--- src/rtl/demux_router.sv ---
// demux_router: registered 1-to-4 valid/ready steering demux with per-channel enable/drop and beat counters.
// Latency: 1 cycle from input accept to out_valid_o[sel]; drop_o pulses on the cycle after a dropped accept.
// Backpressure: in_ready_o is low only when the addressed, enabled channel is full and its out_ready_i is low.
//
// Ports:
//   clk_i, rst_ni                 clock, asynchronous active-low reset
//   in_data_i/in_sel_i/in_valid_i input beat, destination channel, valid
//   in_ready_o                    input accepted when in_valid_i is also high
//   en_mask_i                     per-channel enable; disabled destinations drop the beat
//   out_data_o/out_valid_o        four packed channel payloads and valids
//   out_ready_i                   per-channel ready
//   drop_o                        one-cycle pulse after a beat was discarded
//   cnt_clr_i, beat_cnt_o         counter clear, four packed delivered-beat counters
module demux_router #(
    parameter int DATA_W = 8,
    parameter int CNT_W  = 8
) (
    input  logic                clk_i,
    input  logic                rst_ni,
    input  logic [DATA_W-1:0]   in_data_i,
    input  logic [1:0]          in_sel_i,
    input  logic                in_valid_i,
    output logic                in_ready_o,
    input  logic [3:0]          en_mask_i,
    output logic [4*DATA_W-1:0] out_data_o,
    output logic [3:0]          out_valid_o,
    input  logic [3:0]          out_ready_i,
    output logic                drop_o,
    input  logic                cnt_clr_i,
    output logic [4*CNT_W-1:0]  beat_cnt_o
);

    typedef enum logic {
        CH_EMPTY = 1'b0,
        CH_FULL  = 1'b1
    } ch_state_e;

    ch_state_e           state_q [4];
    ch_state_e           state_d [4];
    logic [4*DATA_W-1:0] data_q, data_d;
    logic                drop_q, drop_d;
    logic [4*CNT_W-1:0]  cnt_q, cnt_d;

    logic [3:0] full;
    logic [3:0] hs;
    logic [3:0] load;
    logic       sel_en;
    logic       accept;

    always_comb begin
        full = '0;
        for (int k = 0; k < 4; k++) begin
            full[k] = (state_q[k] == CH_FULL);
        end
    end

    // A disabled destination is always ready so dropped beats never stall the input.
    // A full channel can still accept when it drains in the same cycle (1 beat/cycle).
    assign sel_en     = en_mask_i[in_sel_i];
    assign in_ready_o = !sel_en || !full[in_sel_i] || out_ready_i[in_sel_i];
    assign accept     = in_valid_i && in_ready_o;
    assign hs         = full & out_ready_i;

    always_comb begin
        load   = '0;
        data_d = data_q;
        drop_d = accept && !sel_en;
        for (int k = 0; k < 4; k++) begin
            state_d[k] = state_q[k];
            load[k]    = accept && sel_en && (in_sel_i == 2'(k));
            if (state_q[k] == CH_EMPTY) begin
                if (load[k]) state_d[k] = CH_FULL;
            end else begin
                // Handshake together with a reload keeps the channel full.
                if (hs[k] && !load[k]) state_d[k] = CH_EMPTY;
            end
            // Data only changes on a load, so it holds while stalled or empty.
            if (load[k]) data_d[k*DATA_W +: DATA_W] = in_data_i;
        end
    end

    // Clear wins over a same-cycle increment.
    always_comb begin
        cnt_d = cnt_q;
        if (cnt_clr_i) begin
            cnt_d = '0;
        end else begin
            for (int k = 0; k < 4; k++) begin
                if (hs[k]) cnt_d[k*CNT_W +: CNT_W] = cnt_q[k*CNT_W +: CNT_W] + CNT_W'(1);
            end
        end
    end

    always_ff @(posedge clk_i or negedge rst_ni) begin
        if (!rst_ni) begin
            for (int k = 0; k < 4; k++) begin
                state_q[k] <= CH_EMPTY;
            end
            data_q <= '0;
            drop_q <= 1'b0;
            cnt_q  <= '0;
        end else begin
            for (int k = 0; k < 4; k++) begin
                state_q[k] <= state_d[k];
            end
            data_q <= data_d;
            drop_q <= drop_d;
            cnt_q  <= cnt_d;
        end
    end

    assign out_valid_o = full;
    assign out_data_o  = data_q;
    assign drop_o      = drop_q;
    assign beat_cnt_o  = cnt_q;

endmodule

--- config.mk ---
export PLATFORM = sky130hd
export DESIGN_NAME = demux_router
export DESIGN_NICKNAME = d
export VERILOG_FILES = /design/src/rtl/demux_router.sv
export SDC_FILE = /design/constraint.sdc
export NUM_CORES = 1
export LEC_CHECK = 0
export CAP_MARGIN = 20
export CORE_ASPECT_RATIO = 0.5
export CORE_MARGIN = 10
export CORE_UTILIZATION = 50
export CTS_CLUSTER_DIAMETER = 120
export DETAILED_ROUTE_END_ITERATION = 8
export MAX_ROUTING_LAYER = met4
export PLACE_DENSITY = 0.86
export SKIP_CTS_REPAIR_TIMING = 1
export SYNTH_ARGS = -nofsm -noshare
export SYNTH_HDL_FRONTEND = slang
export SYNTH_SLANG_ARGS = --single-unit
--- constraint.sdc ---
create_clock -name clk_i -period 1.9 [get_ports clk_i]
set_input_delay 0.19 -clock clk_i [delete_from_list [all_inputs] [get_ports clk_i]]
set_output_delay 0.19 -clock clk_i [all_outputs]
set_load 0.01 [all_outputs]
==> results of run 1 <==
==> kinds of logic (layout without fill, tap and decap cells) <==
| kind of cell | count (synthesis) | count (layout) | share of synthesized area [%] |
|---|---|---|---|
| and+or+nand+nor | 82 | 82 | 15.6 |
| muxes | 37 | 37 | 14.5 |
| AOI/OAI and AO/OA | 39 | 39 | 6.92 |
| xor gates and xnor gates | 8 | 8 | 2.31 |
| DFF | 69 | 69 | 56.8 |
| buffers and inverters | 17 | 137 | 2.26 |
| adders and majority gates | 4 | 4 | 1.65 |
==> flip-flops by register name (all words and copies together), names as in the netlist <==
name / flops
beat_cnt_o: 32
out_valid_o: 4
out_data_o: 32
drop_o: 1
==> cell type report <==
cell class	count	area [sq um]	share of cell area (%)
Multi-Input combinational cell	170	1250	27.9
Tap cell	73	91.3	2.04
Clock inverter	3	15.0	0.335
Inverter	12	45.0	1.01
Sequential cell	69	1730	38.5
Timing Repair Buffer	112	1110	24.8
Clock buffer	10	239	5.34
==> critical path: cells and delay by family (launching register included) <==
kind                   cells  cell delay [ns]
flip-flops                 1             0.40
buffers and inverters      1             0.17
AND/OR/NAND/NOR            2             0.25
multiplexers               1             0.44
==> final timing paths <==
kind,start,endpoint,slack [ns],depth (start not counted)
max reg2reg,out_valid_o[1],beat_cnt_o[15],0.41,4
max,out_valid_o[2],in_ready_o,0.11,4
min,out_ready_i[2],beat_cnt_o[17],0.24,3
min in group asynchronous,rst_ni,out_data_o[28],0.34,2
min reg2reg,out_data_o[24],out_data_o[24],0.50,1
max in group asynchronous,rst_ni,beat_cnt_o[11],0.98,3
==> cells in the mapped netlist (7+ instances only) <==
cell / count
a21oi_1: 21
dfrtp_1: 69
inv_1: 12
mux2_2: 35
nand2_1: 15
nand3_1: 9
nand4_1: 8
nor2_1: 11
o21ai_0: 12
or3_1: 12
xnor2_1: 7
==> per-stage QoR <==
| stage | util [%] | setup WS, ns | std cells | TNS [ns] | power (mW) |
|---|---|---|---|---|---|
| floorplan | - | 0.484 | 256 | 0 | 2.01 |
| global route | 78.8 | 0.0525 | 449 | 0 | 4.16 |
| finish | 78.8 | 0.109 | 449 | 0 | 4.00 |
| CTS | 78.4 | -0.338 | 448 | -0.338 | 4.03 |
| global placement | 73.9 | -0.316 | 435 | -0.316 | 2.51 |
| detailed placement | 73.9 | -0.324 | 435 | -0.324 | 2.55 |
==> cells in the final DEF (no fill, tap or decap), types with 8 or more instances in the layout <==
cell	instances
clkdlybuf4s50_1	87
dfrtp_1	69
mux2_2	35
a21oi_1	21
buf_4	17
nand2_1	15
inv_1	12
o21ai_0	12
or3_1	12
nor2_1	11
nand3_1	9
clkbuf_16	9
nand4_1	8
==> routing by layer <==
layer  track usage, %  wire length [microns]  share of wire (%)
met5                -                      0                  0
met4             8.91                    238                2.8
met3             7.22                    540                6.3
met2             33.6                   4560                 54
met1             18.3                   3170                 37
==> power by group through the flow <==
| stage | sequential, mW | clock [mW] | combinational (mW) |
|---|---|---|---|
| floorplan | 1.82 | 0 | 0.187 |
| global placement | 1.73 | 0 | 0.779 |
| detailed placement | 1.74 | 0 | 0.803 |
| CTS | 1.72 | 1.49 | 0.811 |
| global route | 1.74 | 1.57 | 0.852 |
| finish | 1.72 | 1.48 | 0.799 |
==> impl_metrics.env, run 1 <==
export IMPL_status="finished clean"
export IMPL_hpwl_microns=6170
export IMPL_antenna_found_initial=0
export IMPL_comb_power_share_pct=20.0
export IMPL_clock_root_buffer="clkbuf_16"
export IMPL_cp_cell_sequence="nand2b_4, mux4_2, nand2b_1, dlymetal6s2s_1"
export IMPL_grt_max_degree=38
export IMPL_die_area_sq_um=9790
export IMPL_slowest_stage="mux4_2"
export IMPL_hold_class="in2reg"
export IMPL_yosys_top_cells_area="dfrtp_1 57%, mux2_2 13%, a21oi_1 3.5%"
export IMPL_max_stage_delay_ns=0.44
export IMPL_drc=0
export IMPL_worstSetupPathType="reg2out"
export IMPL_die_h_microns=75.1
export IMPL_synthesis_area_sq_um=3040
export IMPL_routed_via_density=5.53
export IMPL_port_buffers=91
export IMPL_dr_total_vias=2483
export IMPL_finalHoldViolCount=0
export IMPL_io_pins=92
export IMPL_p_leak_nw=1.90
export IMPL_cts_buffer_depth=2
export IMPL_yosys_area_top_type="dfrtp_1"
export IMPL_cp_required_ns=1.71
export IMPL_ys_ff_latch=69
export IMPL_critPathMaxFanout=3
export IMPL_dr_pass1_iters=4
export IMPL_seq_power_share_pct=43.1
export IMPL_start_util_pct=53.5
export IMPL_yosys_warnings=0
export IMPL_powerDensity_nw_per_um2=893
export IMPL_die_w_microns=130
export IMPL_grt_pass1_wl_microns=13600
export IMPL_final_cell_area_sq_um=4480
export IMPL_area_delta_synth_final_pct=47.4
export IMPL_p_sw_share_pct=25.1
export IMPL_post_route_period_util_pct=94.2
export IMPL_critPathLaunchType="register"
export IMPL_drv_cap=0
export IMPL_worstPathArrival_ns=1.60
export IMPL_first_iter_violations=212
export IMPL_cts_num_sinks=69
export IMPL_fmax_ghz=0.558
export IMPL_overflow=0
export IMPL_cts_inserted_buffers=9
export IMPL_syn_inst=256
export IMPL_fillers=341
export IMPL_grt_usage_pct=18.9
export IMPL_wl_per_cell_microns=18.9
export IMPL_avgSynthCellArea_sq_um=11.9
export IMPL_report_final_slew_viol_count=0
export IMPL_clockPowerShare_pct=37.0
export IMPL_drive_gt1_share_pct=20.2
export IMPL_fin_skew_ns=0.00511
export IMPL_switchingPower_mw=1.01
export IMPL_finalSetupViolCount=0
export IMPL_antennaDiodeCount=0
export IMPL_wirelength_microns=8510
export IMPL_internal_power_mw=2.99
export IMPL_nets=400
export IMPL_endpoint_kind="output port"
export IMPL_gp_congestion=0.820
export IMPL_clk_latency_ns=0.34
export IMPL_whs_ns=0.241
export IMPL_core_area_sq_um=5680
export IMPL_synth_edff_count=0
export IMPL_rsz0062_at_grt="false"
export IMPL_syn_num_nets=282
export IMPL_post_dp_cell_area_sq_um=4200
export IMPL_synth_top_area_share_pct=56.8
export IMPL_clkTransAtPathRegs_ns=0.05
export IMPL_h_tree_depth=3
export IMPL_rows=19
export IMPL_vdd_ir_drop_max_uv=832
export IMPL_ant_nets=0
export IMPL_post_route_min_period_ns=1.79
export IMPL_yosysUniqueCellTypes=29
export IMPL_grt_pass1_vias=2673
export IMPL_synthArstFlopShare_pct=100
export IMPL_tightest_slew_ns=0.463
export IMPL_cts_tree="done"
export IMPL_synth_seq_area_share_pct=56.8
export IMPL_maxSlewHeadroom_pct=69.2
export IMPL_synth_ff_type="dfrtp_1"
No activity file was read; power rests on OpenSTA's default activity.
==> run 2: changes to the inputs <==
--- a/config.mk
+++ b/config.mk
@@ -8,11 +8,12 @@
 export CAP_MARGIN = 20
 export CORE_ASPECT_RATIO = 0.5
 export CORE_MARGIN = 10
-export CORE_UTILIZATION = 50
+export CORE_UTILIZATION = 30
 export CTS_CLUSTER_DIAMETER = 120
 export DETAILED_ROUTE_END_ITERATION = 8
+export GPL_ROUTABILITY_DRIVEN = 1
 export MAX_ROUTING_LAYER = met4
-export PLACE_DENSITY = 0.86
+export PLACE_DENSITY = 0.57
 export SKIP_CTS_REPAIR_TIMING = 1
 export SYNTH_ARGS = -nofsm -noshare
 export SYNTH_HDL_FRONTEND = slang
==> run 2 against run 1 <==
  * Design area grew 3.0%
  * Non-clock buffer count grew 4
  * Register-to-register slack gained 0.03 ns
  * Via count grew 0.97%
  * Hold slack gained 0.039 ns
  * Final cell count grew 15%
  * Power grew 4.0%
  * Critical endpoint unchanged
==> impl_metrics.env, run 2 (synthesized netlist as in run 1, its figures left out) <==
export IMPL_core_area_sq_um=9670
export IMPL_routed_via_density=4.84
export IMPL_cts_tree="done"
export IMPL_r2r_cells=4
export IMPL_drive_gt1_share_pct=21.4
export IMPL_path_delay_family="buffers and inverters"
export IMPL_ant_nets=0
export IMPL_maxSlewHeadroom_pct=75.1
export IMPL_critPathMaxFanout=2
export IMPL_finalSetupViolCount=0
export IMPL_post_route_period_util_pct=94.6
export IMPL_vdd_ir_drop_max_uv=496
export IMPL_final_common_cell="clkdlybuf4s50_1"
export IMPL_worstSetupPathType="in2out"
export IMPL_post_place_ws_ns=-0.232
export IMPL_dr_pass1_iters=6
export IMPL_crit_top_cell="nand2b_1"
export IMPL_cts_num_sinks=69
export IMPL_endpoint_kind="output port"
export IMPL_antennaDiodeCount=0
export IMPL_cp_num_cells=5
export IMPL_tightest_slew_ns=0.373
export IMPL_p_leak_nw=1.91
export IMPL_port_buffers=91
export IMPL_critPathLaunchType="input port"
export IMPL_cp_cell_sequence="clkdlybuf4s50_1, nand2b_1, mux4_2, nand2b_1, dlymetal6s2s_1"
export IMPL_final_cell_mix="88 x clkdlybuf4s50_1, 69 x dfrtp_1, 35 x mux2_2"
export IMPL_rows=25
export IMPL_worstPathArrival_ns=1.61
export IMPL_max_stage_delay_ns=0.47
export IMPL_dr_total_vias=2507
export IMPL_drv_cap=0
export IMPL_nets=404
export IMPL_die_w_microns=162
export IMPL_post_route_min_period_ns=1.80
export IMPL_first_iter_violations=74
export IMPL_place_inst=501
export IMPL_whs_ns=0.280
export IMPL_slowest_stage="mux4_2"
export IMPL_hold_class="in2async"
export IMPL_cts_inserted_buffers=9
export IMPL_clkTransAtPathRegs_ns=0.05
export IMPL_area_delta_synth_final_pct=51.7
export IMPL_instances_no_fill=518
export IMPL_h_tree_depth=3
export IMPL_fmax_ghz=0.557
export IMPL_wl_per_cell_microns=16.5
export IMPL_start_util_pct=31.4
export IMPL_grt_pass1_vias=2624
export IMPL_drc=0
export IMPL_overflow=0
export IMPL_cts_buffer_depth=2
export IMPL_status="finished clean"
export IMPL_finalWorstSetupSlack_ns=0.103
export IMPL_die_h_microns=91.2
export IMPL_grt_usage_pct=11.9
export IMPL_wirelength_microns=8550
export IMPL_grt_pass1_wl_microns=13800
export IMPL_die_area_sq_um=14800
export IMPL_clk_latency_ns=0.33
export IMPL_finalHoldViolCount=0
export IMPL_cp_required_ns=1.71
export IMPL_antenna_found_initial=0
export IMPL_grt_max_degree=32
export IMPL_gp_congestion=0.813
export IMPL_cp_num_buf_inv=2
export IMPL_post_dp_cell_area_sq_um=4300
export IMPL_rsz0062_at_grt="false"
export IMPL_io_pins=92
export IMPL_final_cell_area_sq_um=4610
export IMPL_report_final_slew_viol_count=0
export IMPL_hpwl_microns=6560
export IMPL_powerDensity_nw_per_um2=902
export IMPL_clock_root_buffer="clkbuf_16"
export IMPL_fin_skew_ns=0.00409
==> run 2: cell count changes in the layout (fill, tap and decap cells not counted) <==
cell / delta
buf_4: +5
clkinvlp_4: +3
buf_12: -1
bufinv_16: +1
clkdlybuf4s50_1: +1
clkinv_2: -1
dlymetal6s2s_1: -1
nand2b_1: +1
nand2b_4: -1
==> run 2: final timing paths <==
check,from,slack [ns],to
worst min register to register,out_data_o[10],0.50,out_data_o[10]
max in group asynchronous,rst_ni,1.12,out_data_o[7]
worst max-delay path,out_ready_i[3],0.10,in_ready_o
worst max register to register,out_valid_o[1],0.44,beat_cnt_o[15]
worst min-delay path,rst_ni,0.28,beat_cnt_o[21]
min in group clk_i,in_sel_i[0],0.35,out_valid_o[0]
==> run 2: layer usage <==
metal	vias to the layer above	part of all wire, %	routed length (microns)	GRT usage (%)
met3	12	3.7	318	2.97
met4	0	1.8	154	4.52
li1	1169	-	-	-
met2	57	55	4690	21.4
met1	1269	40	3390	12.4
met5	-	0	0	-
==> run 2: report_power, final <==
| part | internal [mW] | leakage [nW] | switching, mW |
|---|---|---|---|
| logic | 0.474 | 0.868 | 0.311 |
| registers | 1.63 | 0.897 | 0.0889 |
| clock network | 1.04 | 0.140 | 0.607 |
==> run 2: cell type report <==
class                      instances  area, sq um
clock buffer                      10          239
clock inverter                     6         62.6
fill                             875         5050
inverter                          12         45.0
multi-input combinational        170         1240
sequential                        69         1730
tap                              135          169
timing repair buffer             116         1130
==> run 2: metrics by stage <==
stage,setup TNS (ns),utilization [%],total power [mW]
6_report,0,47.7,4.16
5_1_grt,0,47.7,4.35
3_5_place_dp,-0.232,44.4,2.55
4_1_cts,-0.234,47.6,4.22
2_1_floorplan,0,-,2.01
3_3_place_gp,-0.223,44.4,2.53
==> run 3: changes to the inputs <==
--- a/config.mk
+++ b/config.mk
@@ -14,6 +14,7 @@
 export GPL_ROUTABILITY_DRIVEN = 1
 export MAX_ROUTING_LAYER = met4
 export PLACE_DENSITY = 0.57
+export RECOVER_POWER = 25
 export SKIP_CTS_REPAIR_TIMING = 1
 export SYNTH_ARGS = -nofsm -noshare
 export SYNTH_HDL_FRONTEND = slang
==> run 3 against run 2 <==
  * Sequential share of layout area increased by 0.15 points
  * Final cell count unchanged
  * Critical path depth unchanged
  * Largest cell class unchanged
  * Combinational power decreased by 0.6%
  * Flip-flop and latch count unchanged
  * Count of clock-buffer cells in the layout unchanged
  * Critical path type unchanged
  * Hold slack improved by 0.070 ns
==> impl_metrics.env, run 3 (synthesized netlist as in run 1, its figures left out) <==
export IMPL_rows=25
export IMPL_wirelength_microns=8560
export IMPL_hold_class="in2reg"
export IMPL_final_common_cell="clkdlybuf4s50_1"
export IMPL_die_h_microns=91.2
export IMPL_post_route_min_period_ns=1.80
export IMPL_status="finished clean"
export IMPL_cp_required_ns=1.71
export IMPL_fillers=877
export IMPL_post_route_period_util_pct=94.6
export IMPL_p_leak_nw=1.90
export IMPL_timing_rr_end="beat_cnt_o[15]"
export IMPL_maxSlewHeadroom_pct=52.1
export IMPL_fmax_ghz=0.557
export IMPL_rsz0062_at_grt="false"
export IMPL_grt_pass1_vias=2624
export IMPL_drc=0
export IMPL_crit_end="in_ready_o"
export IMPL_core_area_sq_um=9670
export IMPL_hold_start="in_sel_i[0]"
export IMPL_grt_usage_pct=11.9
export IMPL_critPathLaunch="out_ready_i[3]"
export IMPL_total_power_mw=4.15
export IMPL_antennaDiodeCount=0
export IMPL_reg2reg_slack_ns=0.44
export IMPL_drive_gt1_share_pct=21.1
export IMPL_antenna_found_initial=0
export IMPL_finalSetupViolCount=0
export IMPL_instances_no_fill=518
export IMPL_final_cell_mix="88 x clkdlybuf4s50_1, 69 x dfrtp_1, 35 x mux2_2"
export IMPL_die_area_sq_um=14800
export IMPL_dr_total_vias=2501
export IMPL_critPathLaunchType="input port"
export IMPL_clock_root_buffer="clkbuf_16"
export IMPL_critPathMaxFanout=2
export IMPL_finalWorstSetupSlack_ns=0.103
export IMPL_start_util_pct=31.4
export IMPL_cts_num_sinks=69
export IMPL_area_delta_synth_final_pct=51.1
export IMPL_first_iter_violations=78
export IMPL_cts_buffer_depth=2
export IMPL_report_final_slew_viol_count=0
export IMPL_place_inst=501
export IMPL_h_tree_depth=3
export IMPL_port_buffers=91
export IMPL_internal_power_mw=3.15
export IMPL_powerDensity_nw_per_um2=905
export IMPL_worstSetupPathType="in2out"
export IMPL_clk_latency_ns=0.33
export IMPL_finalHoldViolCount=0
export IMPL_grt_pass1_wl_microns=13800
export IMPL_multi_input_area_sq_um=1240
export IMPL_worstPathArrival_ns=1.61
export IMPL_clockPowerShare_pct=39.8
export IMPL_post_dp_cell_area_sq_um=4300
export IMPL_overflow=0
export IMPL_comb_power_share_pct=18.8
export IMPL_tightest_slew_ns=0.719
export IMPL_final_cell_area_sq_um=4590
export IMPL_wl_per_cell_microns=16.5
export IMPL_nets=404
export IMPL_p_sw_share_pct=24.2
export IMPL_final_util_pct=47.5
export IMPL_endpoint_kind="output port"
export IMPL_grt_max_degree=32
export IMPL_seq_area_sq_um=1730
export IMPL_gp_congestion=0.813
export IMPL_drv_cap=0
export IMPL_dr_pass1_iters=5
export IMPL_r2r_start="out_valid_o[1]"
export IMPL_r2r_cells=4
export IMPL_post_place_ws_ns=-0.232
export IMPL_switchingPower_mw=1.01
export IMPL_seq_power_share_pct=41.5
export IMPL_cts_tree="done"
export IMPL_clkTransAtPathRegs_ns=0.05
export IMPL_io_pins=92
export IMPL_cts_inserted_buffers=9
export IMPL_ant_nets=0
export IMPL_routed_via_density=4.83
export IMPL_die_w_microns=162
export IMPL_fin_skew_ns=0.00402
export IMPL_hpwl_microns=6560
export IMPL_vdd_ir_drop_max_uv=496
-- run 3: worst min path at each step --
stage,end,slack [ns],cells past startpoint
floorplan,beat_cnt_o[0],-0.11,0
global placement,beat_cnt_o[17],0.09,1
detailed placement,beat_cnt_o[17],0.1,1
CTS,beat_cnt_o[20],-0.25,1
global route,out_valid_o[0],0.40,4
finish,out_valid_o[0],0.35,4
-- run 3: per-layer routing --
layer | part of all wire (%) | vias to the layer above | wire [microns] | GRT usage (%)
met5 | 0 | - | 0 | -
met4 | 1.8 | 0 | 157 | 4.52
met3 | 3.5 | 14 | 302 | 2.97
met2 | 55 | 53 | 4670 | 21.4
met1 | 40 | 1265 | 3430 | 12.4
li1 | - | 1169 | - | -
-- run 3: power groups by stage --
stage | logic (mW) | registers, mW | clock network [mW]
5_1_grt | 0.838 | 1.74 | 1.76
4_1_cts | 0.804 | 1.72 | 1.69
6_report | 0.779 | 1.72 | 1.65
3_5_place_dp | 0.801 | 1.75 | 0
3_3_place_gp | 0.785 | 1.74 | 0
2_1_floorplan | 0.187 | 1.82 | 0
-- run 3: layout make-up --
cell class	instances	area share, %
Clock buffer	10	5.20
Tap cell	135	3.68
Inverter	12	0.981
Multi-Input combinational cell	170	27.1
Timing Repair Buffer	116	24.1
Clock inverter	6	1.36
Sequential cell	69	37.6
-- run 3: critical path, cell delays in order --
cell and delay [ns]:
clkdlybuf4s50_1 0.44, nand2b_1 0.18, mux4_2 0.47, nand2b_1 0.15, dlymetal6s2s_1 0.17
-- run 3: per-stage QoR --
stage	hold slack (ns)	setup TNS, ns
3_5_place_dp	0.0962	-0.232
4_1_cts	-0.253	-0.234
5_1_grt	0.402	0
3_3_place_gp	0.0908	-0.223
6_report	0.351	0
2_1_floorplan	-0.106	0
